===== config.mk =====
export PLATFORM = sky130hd
export DESIGN_NAME = grant_lock_tracker
export DESIGN_NICKNAME = d
export VERILOG_FILES = /design/src/rtl/grant_lock_tracker_pkg.sv /design/src/rtl/grant_lock_tracker_onehot_to_bin.sv /design/src/rtl/grant_lock_tracker.sv
export SDC_FILE = /design/constraint.sdc
export NUM_CORES = 1
export LEC_CHECK = 0
export BUFFER_PORTS_ARGS = -buffer_cell sky130_fd_sc_hd__buf_2
export CAP_MARGIN = 20
export CORE_ASPECT_RATIO = 0.8
export CORE_UTILIZATION = 29
export DETAILED_ROUTE_END_ITERATION = 8
export PLACE_DENSITY = 0.49
export SYNTH_ARGS = -nofsm -noshare
export SYNTH_HDL_FRONTEND = slang
export SYNTH_HIERARCHICAL = 1
export SYNTH_SLANG_ARGS = --single-unit

===== constraint.sdc =====
create_clock -name clk -period 3.3 [get_ports clk]
set_input_delay 0.165 -clock clk [delete_from_list [all_inputs] [get_ports clk]]
set_output_delay 0.165 -clock clk [all_outputs]
set_load 0.005 [all_outputs]

===== src/rtl/grant_lock_tracker_pkg.sv =====
// Shared types and helpers for grant_lock_tracker: FSM state encoding and a one-hot check.
package grant_lock_tracker_pkg;

    typedef enum logic {
        IDLE   = 1'b0,
        LOCKED = 1'b1
    } state_t;

    // Callers zero-extend narrower vectors; extra zero bits do not change the count.
    function automatic logic is_onehot(input logic [31:0] v);
        return $countones(v) == 1;
    endfunction

endpackage


===== src/rtl/grant_lock_tracker_onehot_to_bin.sv =====
// Combinational one-hot to binary encoder for the arbiter grant vector.
module grant_lock_tracker_onehot_to_bin #(
    parameter int IO_SIZE = 5,
    parameter int IO_w    = 3
) (
    input  logic [IO_SIZE-1:0] onehot,
    output logic [IO_w-1:0]    idx
);

    // OR of the indices of all set bits; exact for a valid one-hot input.
    always_comb begin
        idx = '0;
        for (int i = 0; i < IO_SIZE; i++) begin
            if (onehot[i]) idx = idx | IO_w'(i);
        end
    end

endmodule


===== src/rtl/grant_lock_tracker.sv =====
// Locks an arbiter grant from head to tail flit and gates transfers on downstream credits.
// Optional macro GRANT_LOCK_SINGLE_FLIT_BYPASS_EN: single-flit grants fire in the grant cycle.
module grant_lock_tracker
    import grant_lock_tracker_pkg::*;
#(
    parameter int IO_SIZE = 5,
    parameter int IO_w    = 3,
    parameter int CREDITS = 4,
    parameter int CNT_W   = 3
) (
    input  logic               clk,
    input  logic               rst_n,
    input  logic [IO_SIZE-1:0] req_in,
    output logic [IO_SIZE-1:0] req_to_arb,
    input  logic [IO_SIZE-1:0] grant_onehot_in,
    input  logic [IO_SIZE-1:0] flit_valid_in,
    input  logic [IO_SIZE-1:0] flit_tail_in,
    input  logic               credit_return_in,
    output logic [IO_SIZE-1:0] grant_out,
    output logic [IO_w-1:0]    grant_idx_out,
    output logic               grant_valid_out,
    output logic               fire_out,
    output logic [CNT_W-1:0]   credit_cnt_out,
    output logic               err_out
);

    state_t             state, next_state;
    logic [IO_SIZE-1:0] grant_reg;
    logic [IO_w-1:0]    idx_reg;
    logic [IO_w-1:0]    enc_idx;
    logic [CNT_W-1:0]   credit_cnt;
    logic               err;
    logic               has_credit;
    logic               lock;
    logic               release_lock;
    logic               bypass;
    logic               grant_err;

    grant_lock_tracker_onehot_to_bin #(
        .IO_SIZE (IO_SIZE),
        .IO_w    (IO_w)
    ) u_enc (
        .onehot (grant_onehot_in),
        .idx    (enc_idx)
    );

    assign has_credit = (credit_cnt != '0);

    always_comb begin
        next_state   = state;
        req_to_arb   = '0;
        fire_out     = 1'b0;
        lock         = 1'b0;
        release_lock = 1'b0;
        bypass       = 1'b0;
        grant_err    = 1'b0;
        case (state)
            IDLE: begin
                req_to_arb = has_credit ? req_in : '0;
                if (|grant_onehot_in) begin
                    // A grant for a requester that was not forwarded is a protocol error.
                    if (!is_onehot(32'(grant_onehot_in)) || |(grant_onehot_in & ~req_to_arb)) begin
                        grant_err = 1'b1;
                    end else begin
`ifdef GRANT_LOCK_SINGLE_FLIT_BYPASS_EN
                        if (|(grant_onehot_in & flit_valid_in & flit_tail_in) && has_credit) begin
                            bypass   = 1'b1;
                            fire_out = 1'b1;
                        end else begin
                            lock       = 1'b1;
                            next_state = LOCKED;
                        end
`else
                        lock       = 1'b1;
                        next_state = LOCKED;
`endif
                    end
                end
            end
            LOCKED: begin
                fire_out = |(flit_valid_in & grant_reg) && has_credit;
                if (fire_out && |(flit_tail_in & grant_reg)) begin
                    release_lock = 1'b1;
                    next_state   = IDLE;
                end
            end
            default: next_state = IDLE;
        endcase
    end

    always_ff @(posedge clk or negedge rst_n) begin
        if (!rst_n) begin
            state     <= IDLE;
            grant_reg <= '0;
            idx_reg   <= '0;
        end else begin
            state <= next_state;
            if (lock) begin
                grant_reg <= grant_onehot_in;
                idx_reg   <= enc_idx;
            end else if (release_lock) begin
                grant_reg <= '0;
                idx_reg   <= '0;
            end
        end
    end

    // Simultaneous fire and return cancel; a return at full credit saturates and flags.
    always_ff @(posedge clk or negedge rst_n) begin
        if (!rst_n) begin
            credit_cnt <= CNT_W'(CREDITS);
            err        <= 1'b0;
        end else begin
            if (grant_err) err <= 1'b1;
            if (credit_return_in && !fire_out) begin
                if (credit_cnt == CNT_W'(CREDITS)) err <= 1'b1;
                else credit_cnt <= credit_cnt + 1'b1;
            end else if (fire_out && !credit_return_in) begin
                credit_cnt <= credit_cnt - 1'b1;
            end
        end
    end

    assign grant_out       = grant_reg;
    assign grant_valid_out = (state == LOCKED);
    assign grant_idx_out   = bypass ? enc_idx : idx_reg;
    assign credit_cnt_out  = credit_cnt;
    assign err_out         = err;

endmodule


==> results by group, run 1 <==
Route
  – DRC Markers: 0
  – DR iter-0 viols: 24
  – Post-Route WL: ~2700 microns
  – Vias: around 940
  – Wire length per cell: between 10 and 15 microns
  – Routed Antenna Nets: 0
  – Iteration count of the initial detailed-routing pass: 5
  – Vias per cell: 5.09

GRT
  – Global Route Usage Sum: 0.163
  – Total grt overflow: 0
  – Pin count of the biggest net entering global routing: 14
  – Vias in the first global route: 856
  – Antenna violations before repair: 0
  – First-pass GRT wire length: 4110 microns

STA
  – Post-route minimum period: around 2.6 ns
  – Hold Fails Final Rpt: 0
  – Worst slew pin tran: approximately 0.6 ns
  – Unrepaired setup endpoints after global routing: no
  – Max Fclk: 390 MHz
  – Final period util: 0.777
  – Setup Viol. Count Final: 0
  – Setup TNS: 0 ns
  – Max Clock Skew: around 0.0052 ns
  – Setup ws final: ~0.74 ns
  – Max-slew violations: 0
  – Relative slew slack: 0.588

Logic synthesis
  – Post-Syn Area: approximately 960 sq um
  – Ys async rst share: 1.00
  – Synthesis Warnings: 6
  – Seq/Total Area, Yosys: 0.340
  – Seq cells post-synth: 13
  – Yosys top cell area share: 0.313
  – Synth area leaders: dfrtp_1, mux2i_1, fa_1, o21ai_0, inv_1
  – Syn_nets: between 100 and 150
  – Synth cell count leaders: inv_1, dfrtp_1, o21ai_0
  – Distinct cells, synth: 35
  – Average size of a mapped cell: 9.50 sq um
  – Mapped Cells: around 100
  – Leading area contributor after synthesis: dfrtp_1
  – Post-synth EDFFs: 0
  – Most frequent cell after synthesis: inv_1
  – Main synth FF type: dfrtp_1

Placement
  – Cells after DPL: 180
  – Routability congestion estimate: about 0.76
  – PortBufs: 41
  – Post-DP HPWL: 2100 microns
  – Worst slack at placement: 0.730 ns

Power
  – P_int: 0.368 mW
  – Logic pwr share: 0.337
  – VDD IR max: 0.174 mV
  – Sw Ratio: 0.377
  – Clock network power share: 0.253
  – Leakage: just under 0.7 nW
  – Flop pwr share: 0.411
  – Power Dens Cells: 475 nW/um^2
  – Net switching power: around 0.22 mW

Finish
  – Filler cells: between 300 and 400
  – Footprint of the multi-input gates: around 540 sq um
  – Post-layout util: 0.401
  – Fin cells: 185
  – Antenna diodes: 0
  – Reg area: 327 sq um
  – # nets final: approximately 170
  – Share of cells above drive strength 1: 0.366
  – Area Overhead vs Synth: 29.7%

Clocking
  – CTS Sinks: 13
  – CTS Root Cell: clkbuf_8
  – Clock buffer depth: 2
  – Clk_lat worst skew: approximately 0.25 ns
  – TritonCTS clock tree: yes
  – Setup Buffers After CTS: 0
  – Resized cells post-CTS: 0
  – CTS buffer count: 3
  – H-tree depth: 1
  – Clock-pin slew on the worst setup and hold paths: around 0.060 ns

Setup path
  – Flop2flop setup slack: around 0.74 ns
  – Launch point of the worst path: grant_out[2]
  – Setup CP Type: flip-flop to flip-flop
  – Worst R2R Start: grant_out[2]
  – Worst setup EP type: flip-flop
  – Worst endpoint required time: 3.47 ns
  – Setup crit start kind: flip-flop
  – CP arrival: roughly 2.7 ns
  – Maximum fanout along the worst path: 11

Floorplanning
  – Num ports: 42
  – Placeable Area: approximately 3100 sq um
  – Die H: roughly 53 microns
  – Die area: 3540 sq um
  – Initial core utilization: 0.309
  – Die width: about 66 microns
  – Row Count: 18

Run status
  – Status: completed

Run
  – Max cap viols: 0

Hold path
  – Min-delay src: grant_onehot_in[4]
  – Hold Path Class: primary input to flip-flop
[area by class of cell]
type                            count  area share
Clock buffer                        3      0.0332
Sequential cell                    13       0.262
Timing Repair Buffer               44       0.185
Inverter                           14      0.0422
Clock inverter                      1     0.00402
Multi-Input combinational cell     70       0.433
Tap cell                           40      0.0402
[path summary, 6_finish.rpt]
check,to,depth (start not counted)
worst max-delay path,credit_cnt_out[2],8
worst min-delay path,grant_idx_out[2],3
worst max register to register,credit_cnt_out[2],8
worst min register to register,err_out,1
max in group asynchronous,credit_cnt_out[2],2
min in group asynchronous,grant_idx_out[2],2
[registers in the layout (all words and copies together), names as in the netlist]
| register | count |
|---|---|
| grant_idx_out | 3 |
| grant_out | 5 |
| credit_cnt_out | 3 |
| err_out | 1 |
| grant_valid_out | 1 |
[per-stage QoR]
stage | total power [mW] | hold WS [ns] | area (sq um)
finish | 0.591 | 0.183 | 1240
global route | 0.635 | 0.218 | 1240
CTS | 0.598 | 0.181 | 1240
detailed placement | 0.445 | 0.0775 | 1190
global placement | 0.434 | 0.0802 | 1190
floorplan | 0.368 | -0.131 | 960
[what timing repair did]
action / in CTS / in global routing
hold buffers: 1 / 0
setup endpoints to repair: 0 / 0
endpoints found under the hold margin: 12 / 0
[cell families (layout without fill, tap and decap cells)]
kind of cell | Yosys count | in the layout | synth area share
AO/OA/AOI/OAI | 32 | 32 | 0.237
XOR/XNOR | 1 | 1 | 0.00913
adder cells (fa/ha/maj) | 5 | 5 | 0.0887
buffers and inverters | 18 | 62 | 0.0978
flip-flops | 13 | 13 | 0.340
multiplexers | 10 | 10 | 0.104
AND/OR/NAND/NOR | 22 | 22 | 0.123
[routing by layer]
layer / track usage / up-vias / part of all wire
li1: - / 459 / -
met1: 0.206 / 448 / 0.46
met2: 0.257 / 32 / 0.46
met3: 0.0366 / 2 / 0.064
met4: 0.0922 / 0 / 0.010
met5: 0 / - / 0
[power groups by stage]
| stage | combinational [mW] | sequential, mW | clock [mW] |
|---|---|---|---|
| 6_report | 0.199 | 0.243 | 0.149 |
| 5_1_grt | 0.226 | 0.248 | 0.161 |
| 4_1_cts | 0.202 | 0.241 | 0.155 |
| 3_5_place_dp | 0.201 | 0.244 | 0 |
| 3_3_place_gp | 0.193 | 0.242 | 0 |
| 2_1_floorplan | 0.142 | 0.226 | 0 |
[critical path, stage by stage (launching register included)]
cell and delay [ns]:
dfrtp_1 0.40, a222oi_1 0.61, a21o_2 0.34, o21ai_1 0.12
fa_1 0.40, or2_2 0.32, nor2_1 0.09, mux2i_1 0.07
o22ai_1 0.13
[cells in the final DEF (no fill, tap or decap), drive strengths merged]
master,synthesis,final
a2111o,1,1
a211o,1,1
a21boi,1,1
a21o,2,2
a21oi,3,3
a222oi,3,3
a22oi,3,3
a32o,1,1
a41oi,1,1
and2,3,3
buf,4,43
clkbuf,0,3
clkinv,0,1
dfrtp,12,12
dfstp,1,1
dlygate4sd3,0,1
fa,3,3
ha,2,2
inv,14,14
mux2i,10,10
nand2,2,2
nand3,1,1
nand4,2,2
nor2,5,5
nor3,5,5
o211ai,1,1
o21ai,12,12
o22ai,1,1
o31ai,2,2
or2,3,3
or3,1,1
xor2,1,1
Note: power is estimated with default switching activity, not from simulation.
==> run 2, diff against run 1 <==
Settings changed: PLACE_DENSITY 0.49 to 0.51.
Clock period 3.3 ns to 2.13 ns, I/O delays scaled along.
==> run 2 against run 1 <==
  * Fmax increased by 27%
  * Setup slack got worse by 0.62 ns
  * Via count increased by 8.7%
  * Critical path type unchanged
  * Critical endpoint unchanged
==> results by group, run 2 (synthesis results as in run 1) <==
Clocking
  – CTS Root Cell: clkbuf_8
  – Clock buffer depth: 2 (unchanged)
  – Clock-pin slew on the worst setup and hold paths: 0.06 ns (about the same)
  – Clk_lat worst skew: 0.24 ns (about the same)
  – CTS Sinks: 13 (unchanged)
  – TritonCTS clock tree: yes
  – CTS buffer count: 3 (unchanged)
  – H-tree depth: 1 (unchanged)

Floorplanning
  – Die area: 3540 sq um (unchanged)
  – Row Count: 18 (unchanged)
  – Num ports: 42 (unchanged)
  – Die width: 66.3 microns (unchanged)
  – Initial core utilization: 0.309 (unchanged)
  – Die H: 53.5 microns (unchanged)
  – Placeable Area: 3110 sq um (unchanged)

Power
  – Power Dens Cells: 713 nW/um^2 (+50%)
  – VDD IR max: 0.286 mV (+65%)
  – Logic pwr share: 0.448 (+0.111)
  – Flop pwr share: 0.330 (-0.081)
  – Clock network power share: 0.222 (-0.031)
  – Leakage: 0.783 nW (+13%)
  – Sw Ratio: 0.371 (-0.00666)
  – P_int: 0.647 mW (+76%)
  – Overall Power: 1.03 mW (+74%)
  – Net switching power: 0.381 mW (+71%)

Setup path
  – Maximum fanout along the worst path: 2 (-9)
  – Flop2flop setup slack: 0.11 ns (-0.62 ns)
  – Setup crit start kind: flip-flop
  – Worst endpoint required time: 2.30 ns (-1.17 ns)
  – Worst setup EP type: flip-flop
  – Setup CP Type: flip-flop to flip-flop
  – Reg2reg path depth: 8 (unchanged)
  – CP arrival: 2.18 ns (-0.56 ns)
  – Worst R2R Start: grant_out[2]
  – FF-to-FF End: credit_cnt_out[2]

STA
  – Hold Fails Final Rpt: 0 (unchanged)
  – Worst slew pin tran: 0.417 ns (-0.201 ns)
  – Post-route minimum period: 2.02 ns (-0.547 ns)
  – Max Clock Skew: 0.000611 ns (-0.00459 ns)
  – Max-slew violations: 0 (unchanged)
  – Setup Viol. Count Final: 0 (unchanged)
  – Final period util: 0.946 (+0.170)
  – Max Fclk: 496 MHz (+27%)
  – Relative slew slack: 0.722 (+0.134)

Route
  – DR iter-0 viols: 32 (+33%)
  – Post-Route WL: 2770 microns (+4.3%)
  – Routed Antenna Nets: 0 (unchanged)
  – Wire length per cell: 13.6 microns (-5.5%)
  – DRC Markers: 0 (unchanged)
  – Vias per cell: 5.01 (-1.4%)
  – Vias: 1023 (+8.7%)
  – Iteration count of the initial detailed-routing pass: 4 (-1)

Finish
  – Max reg flops: 5 (unchanged)
  – # nets final: 193 (+11%)
  – Filler cells: 307 (-2.2%)
  – Footprint of the multi-input gates: 587 sq um (+8.8%)
  – Post-layout util: 0.465 (+0.0640)
  – Antenna diodes: 0 (unchanged)
  – Fin cells: 204 (+10%)
  – Final instance area: 1440 sq um (+16%)
  – Commonest non-fill, non-tap cell in the layout: buf_2
  – Share of cells above drive strength 1: 0.500 (+0.134)
  – Reg area: 327 sq um (unchanged)
  – Highest-count cells in the layout ignoring fill and taps: buf_2, buf_4, dfrtp_1
  – Area Overhead vs Synth: 50.5%

Placement
  – Post-DP HPWL: 2150 microns (+2.4%)
  – PortBufs: 41 (unchanged)
  – Routability congestion estimate: 0.820 (+8.2%)
  – Placed cell area: 1300 sq um (+9.7%)
  – Cells after DPL: 193 (+7.2%)

GRT
  – Total grt overflow: 0 (unchanged)
  – Vias in the first global route: 1000 (+17%)
  – Global Route Usage Sum: 0.163 (about the same)
  – First-pass GRT wire length: 4280 microns (+4.2%)
  – Pin count of the biggest net entering global routing: 14 (unchanged)
  – Antenna violations before repair: 0 (unchanged)

Hold path
  – Hold path cells: 3 (unchanged)
  – Min-delay src: grant_onehot_in[4]
  – Hold Path Class: primary input to flip-flop
  – Worst Hold End: grant_idx_out[2]

Run status
  – Status: completed

Run
  – Max cap viols: 0 (unchanged)
run 2: stage by stage:
step	TNS, ns	setup slack (ns)	hold slack (ns)
6_report	0	0.115	0.147
3_3_place_gp	-1.50	-0.185	0.0132
2_1_floorplan	0	0.00251	-0.189
5_1_grt	-0.000672	-0.000672	0.167
4_1_cts	0	0.00226	0.157
3_5_place_dp	-2.18	-0.273	0.0161
run 2: worst max-delay path, stage by stage, from the launching register on:
cell      delay, ns
dfrtp_1        0.39
a222oi_1       0.40
a21o_2         0.21
o21ai_2        0.07
fa_2           0.35
or2_4          0.24
nor2_2         0.07
mux2i_1        0.07
o22ai_1        0.14
run 2: layer usage:
metal | part of all wire | global-route usage
met5 | 0 | 0
met4 | 0.0083 | 0.0638
met3 | 0.055 | 0.0151
met2 | 0.47 | 0.293
met1 | 0.46 | 0.202
run 2: power by group through the flow:
stage	sequential (mW)	clock [mW]	combinational (mW)
CTS	0.339	0.231	0.413
global placement	0.341	0	0.387
global route	0.347	0.240	0.511
detailed placement	0.344	0	0.404
finish	0.340	0.228	0.461
floorplan	0.358	0	0.238
run 2: area by class of cell:
type,instances,share of cell area
clock buffers,4,0.0312
inverters,14,0.0364
multi-input cells,70,0.406
flip-flops and latches,13,0.226
well taps,40,0.0347
repair buffers,63,0.265
run 2: worst max path at each step:
stage	start	endpoint	slack, ns	cells past startpoint
floorplan	grant_onehot_in[0]	grant_idx_out[0]	0.003	10
global placement	grant_onehot_in[0]	grant_idx_out[2]	-0.19	11
detailed placement	grant_onehot_in[0]	grant_idx_out[2]	-0.27	11
CTS	grant_onehot_in[0]	grant_idx_out[2]	0.002	11
global route	grant_onehot_in[0]	grant_idx_out[2]	-0.0007	11
finish	grant_out[2]	credit_cnt_out[2]	0.11	8
run 2: repair_timing:
action                                  4_1_cts  5_1_grt
hold buffers                                  1        0
gates cloned                                  0        1
resized for setup                             3       10
endpoints found under the setup margin        2       10
buffers inserted                              2        3
endpoints found under the hold margin        12        0
pin swaps                                     5       10
